**src/rtl/axis_blk_hdr_engine.sv**
```systemverilog
// AXI-Stream header collector / result streamer around the bitcoin miner core.
// Optional framing check on s_axis_tlast enabled by defining HDR_TLAST_CHECK_EN.
module axis_blk_hdr_engine #(
   parameter int DATA_W   = 32,
   parameter int HDR_BITS = 640,
   parameter int RES_BITS = 288
) (
   input  logic                aclk,
   input  logic                areset,
   input  logic [DATA_W-1:0]   s_axis_tdata,
   input  logic                s_axis_tvalid,
   output logic                s_axis_tready,
   input  logic                s_axis_tlast,
   output logic [DATA_W-1:0]   m_axis_tdata,
   output logic                m_axis_tvalid,
   input  logic                m_axis_tready,
   output logic                m_axis_tlast,
   output logic [HDR_BITS-1:0] miner_hdr,
   output logic                miner_start,
   input  logic                miner_done,
   input  logic [RES_BITS-1:0] miner_result,
   output logic                busy,
   output logic                hdr_err
);

   localparam int N_HDR = HDR_BITS / DATA_W;
   localparam int N_RES = RES_BITS / DATA_W;
   localparam int HW    = (N_HDR > 1) ? $clog2(N_HDR) : 1;
   localparam int RW    = (N_RES > 1) ? $clog2(N_RES) : 1;
   localparam logic [HW-1:0] HDR_LAST = HW'(N_HDR - 1);
   localparam logic [RW-1:0] RES_LAST = RW'(N_RES - 1);

   typedef enum logic [1:0] {COLLECT, START, WAIT_DONE, SEND} state_t;

   state_t              state;
   logic [HW-1:0]       cnt;
   logic [RW-1:0]       j;
   logic [HDR_BITS-1:0] hdr_q;
   logic [RES_BITS-1:0] out_q;
   logic                hdr_beat;

   // Ready is gated by areset so nothing handshakes while reset is held.
   assign s_axis_tready = (state == COLLECT) && !areset;
   assign hdr_beat      = s_axis_tvalid && s_axis_tready;
   assign miner_start   = (state == START);
   assign busy          = (state != COLLECT);
   assign m_axis_tvalid = (state == SEND);
   assign m_axis_tlast  = (state == SEND) && (j == RES_LAST);
   assign m_axis_tdata  = out_q[DATA_W-1:0];
   assign miner_hdr     = hdr_q;

`ifdef HDR_TLAST_CHECK_EN
   logic err_q;
   assign hdr_err = err_q;
`else
   logic unused_tlast;
   assign unused_tlast = s_axis_tlast;
   assign hdr_err      = 1'b0;
`endif

   always_ff @(posedge aclk or posedge areset) begin
      if (areset) begin
         state <= COLLECT;
         cnt   <= '0;
         j     <= '0;
         hdr_q <= '0;
         out_q <= '0;
`ifdef HDR_TLAST_CHECK_EN
         err_q <= 1'b0;
`endif
      end else begin
`ifdef HDR_TLAST_CHECK_EN
         err_q <= 1'b0;
`endif
         case (state)
            COLLECT: begin
               if (hdr_beat) begin
                  hdr_q[int'(cnt)*DATA_W +: DATA_W] <= s_axis_tdata;
`ifdef HDR_TLAST_CHECK_EN
                  if (s_axis_tlast != (cnt == HDR_LAST)) begin
                     cnt   <= '0;
                     err_q <= 1'b1;
                  end else
`endif
                  if (cnt == HDR_LAST) begin
                     cnt   <= '0;
                     state <= START;
                  end else begin
                     cnt <= cnt + 1'b1;
                  end
               end
            end
            START: state <= WAIT_DONE;
            WAIT_DONE: begin
               if (miner_done) begin
                  out_q <= miner_result;
                  j     <= '0;
                  state <= SEND;
               end
            end
            SEND: begin
               // Result is shifted down so the current beat always sits in the low word.
               if (m_axis_tready) begin
                  out_q <= out_q >> DATA_W;
                  if (j == RES_LAST) begin
                     j     <= '0;
                     state <= COLLECT;
                  end else begin
                     j <= j + 1'b1;
                  end
               end
            end
            default: state <= COLLECT;
         endcase
      end
   end

endmodule

```
**config.mk**
```make
export PLATFORM = sky130hd
export DESIGN_NAME = axis_blk_hdr_engine
export DESIGN_NICKNAME = d
export VERILOG_FILES = /design/src/rtl/axis_blk_hdr_engine.sv
export SDC_FILE = /design/constraint.sdc
export NUM_CORES = 2
export LEC_CHECK = 0
export BUFFER_PORTS_ARGS = -buffer_cell sky130_fd_sc_hd__buf_4
export CORE_AREA = 2 2 391 393
export DETAILED_ROUTE_END_ITERATION = 8
export DIE_AREA = 0 0 393 395
export GPL_ROUTABILITY_DRIVEN = 0
export PLACE_DENSITY_LB_ADDON = 0.05
export SYNTH_ARGS = -nofsm -noshare
export SYNTH_HDL_FRONTEND = slang
export SYNTH_SLANG_ARGS = --single-unit
```
**constraint.sdc**
```tcl
create_clock -name aclk -period 66.1 [get_ports aclk]
set_input_delay 13.22 -clock aclk [delete_from_list [all_inputs] [get_ports aclk]]
set_output_delay 13.22 -clock aclk [all_outputs]
set_load 0.005 [all_outputs]
```
==> flow_summary.toml <==
[floorplanning]
dieArea_mm2 = 0.1552
rows = 143
core-area_mm2 = 0.1512
io_pins = 1004
die_w_um = 393
die_h_um = 395
start_util_pct = 27.39

[cells_and_area]
stdcell_count = 6649
nets = 4840
drive_gt1_share_pct = 35.41
syn_to_final_growth_pct = 31.53

[timing]
hold_viol_final = 0
max_freq_mhz = 37.12
finalSetupTns_ns = 0
worstMarginPinSlew_ns = 1.175
setup_viol_count_final = 0
rsz0062_at_grt = "false"
min_period_ns = 26.94
report.final.slew_viol_count = 0
slew_headroom_pct = 21.44
finClkSkew_ns = 0.03617
period_share_pct = 40.76

[synth]
yosysWarnings = 0
synth_cell_types = 67
synth_top_cell_by_area = "dfrtp_1"
synth_enable_flop_cells = 0
yosysTopAreaCellShare_pct = 56.75
synth_top_family_by_area = "multiplexers"
synth-simple-area-share_pct = 9.769
synth_compound_area_share_pct = 8.258
synth_nets = 4000
synth_area_leaders = "dfrtp_1, mux2i_1, mux2_2"
synth-xor-area-share_pct = 0.1692
async_reset_ff_share_pct = 100.0
synth.area.mux_share_pct = 19.46
ys_seq_area_share_pct = 56.75
yosys.area_share.adder_pct = 0.2719
synth_cells = 3665
synth.most_common_cell = "dfrtp_1"
synth-seq-cells = 939
synthFlopType = "dfrtp_1"
synth.avg_cell_area_um2 = 11.30
synthTopCellsByCount = "dfrtp_1, nand2_1, o21ai_0, mux2i_1, mux2_2"
syn-cell-area_mm2 = 0.04141

[clock_tree]
cts_hold_buf = 0
cts_made_buffers = 116
post-cts-setup-buffers = 0
htree_num_levels = 3
cts_root_buffer = "clkbuf_16"
cts_tree = "built"
post_cts_resized = 0
cts_buffer_depth = 3
clk_pin_slew_worst_paths_ns = 0.06
insertion_delay_ns = 0.73
cts.sinks = 939

[placed_design]
port_buffers = 1001
dp_hpwl_um = 128500
dp.cells = 6417

[routing]
via_per_inst = 4.683
drc_errors = 0
dr.first_iter.drc_count = 2151
first_pass_iters = 5
vias = 31135
wl_per_cell_um = 28.15
wl_um = 187200
ant_nets = 0

[worst_setup_path]
crit_path_start_kind = "input pin"
cp.required_ns = 52.88
critPathKind = "input pin to output pin"
critPathArrivalTime_ns = 13.72
end_kind = "output pin"
path_max_fanout = 5

[grt]
grt_use_total_pct = 23.62
gr-total-overflow = 0
antenna_found_initial = 37
grt_pass1_vias = 31548
grt_start_max_net_pins = 251
grt_first_pass_wirelength_um = 259200

[pwr]
max-vdd-ir-drop_mv = 0.04915
cellLeakagePower_nw = 28.27
p_per_area_mw_per_mm2 = 41.55

[status]
status = "finished, final reports clean"

[hold_path]
hold_class = "register to register"

[run]
cap_violations = 0
## final timing paths
path / from / end / slack, ns / depth (start not counted)
min in group asynchronous: areset / miner_hdr[232] / 12.75 / 2
setup / recovery: areset / s_axis_tready / 39.16 / 3
setup reg to reg: cnt[0] / miner_hdr[57] / 60.89 / 12
hold reg to reg: out_q[284] / out_q[284] / 0.47 / 2
max in group asynchronous: areset / miner_hdr[210] / 49.35 / 6
hold / removal: out_q[284] / out_q[284] / 0.47 / 2
## critical path: stages
cell and delay (ns):
buf_4 0.25, nor2_1 0.10, buf_4 0.15
## cell families after synthesis
logic type / after synthesis
flops: 939
simple gates: 866
mux: 756
compound gates: 589
buf+inv: 500
fa+ha+maj: 9
xor+xnor: 5
other cells: 1
## report_power, final
part	switching [W]	leakage, nW	internal (W)	total, W
clock	0.000275	1.90	0.000377	0.000652
combinational	0.000509	14.4	0.000283	0.000792
sequential	0.0000952	11.9	0.000724	0.000820
## per-layer routing
layer,track usage (%),up-vias,wire (um)
li1,-,14349,-
met1,30.54,15552,79180
met2,36.97,1006,85590
met3,7.378,222,15830
met4,8.532,6,6562
met5,0,-,47
## cell usage in the layout, fill, tap and decap left out, types with 64 or more instances in the layout
cell type  instances
mux2_2           322
clkbuf_16        116
inv_1            162
mux2i_1          408
and3_1           121
o21ai_0          420
nor2_1            95
nand3_1           64
buf_4           1052
dfrtp_1          939
nand2_1          453
## metrics by stage
| step | setup WS (ns) | cell area (um^2) | power (W) | util [%] | hold slack, ns |
|---|---|---|---|---|---|
| finish | 39.16 | 54460 | 0.002263 | 36.02 | 0.4657 |
| floorplan | 26.46 | 41410 | 0.001274 | - | 0.4385 |
| detailed placement | 39.13 | 50550 | 0.001637 | 33.44 | 0.4556 |
| global route | 39.14 | 54440 | 0.002407 | 36.01 | 0.4814 |
| global placement | 39.13 | 50550 | 0.001628 | 33.44 | 0.4522 |
| CTS | 39.13 | 54420 | 0.002300 | 36.00 | 0.4689 |
## flip-flops by register name, indices dropped and copies added, names as in the netlist
register,flops
miner_hdr,640
out_q,288
cnt,5
j,4
state,2
## area by class of cell
class	instances	area, um^2
inverters	164	623.1
clock buffers	178	3426
well taps	2030	2540
diodes	16	40.04
repair buffers	1058	8018
clock inverters	38	445.4
multi-input cells	2226	15870
fillers	15416	96730
flip-flops and latches	939	23500
Power figures use the tool's default switching activity.
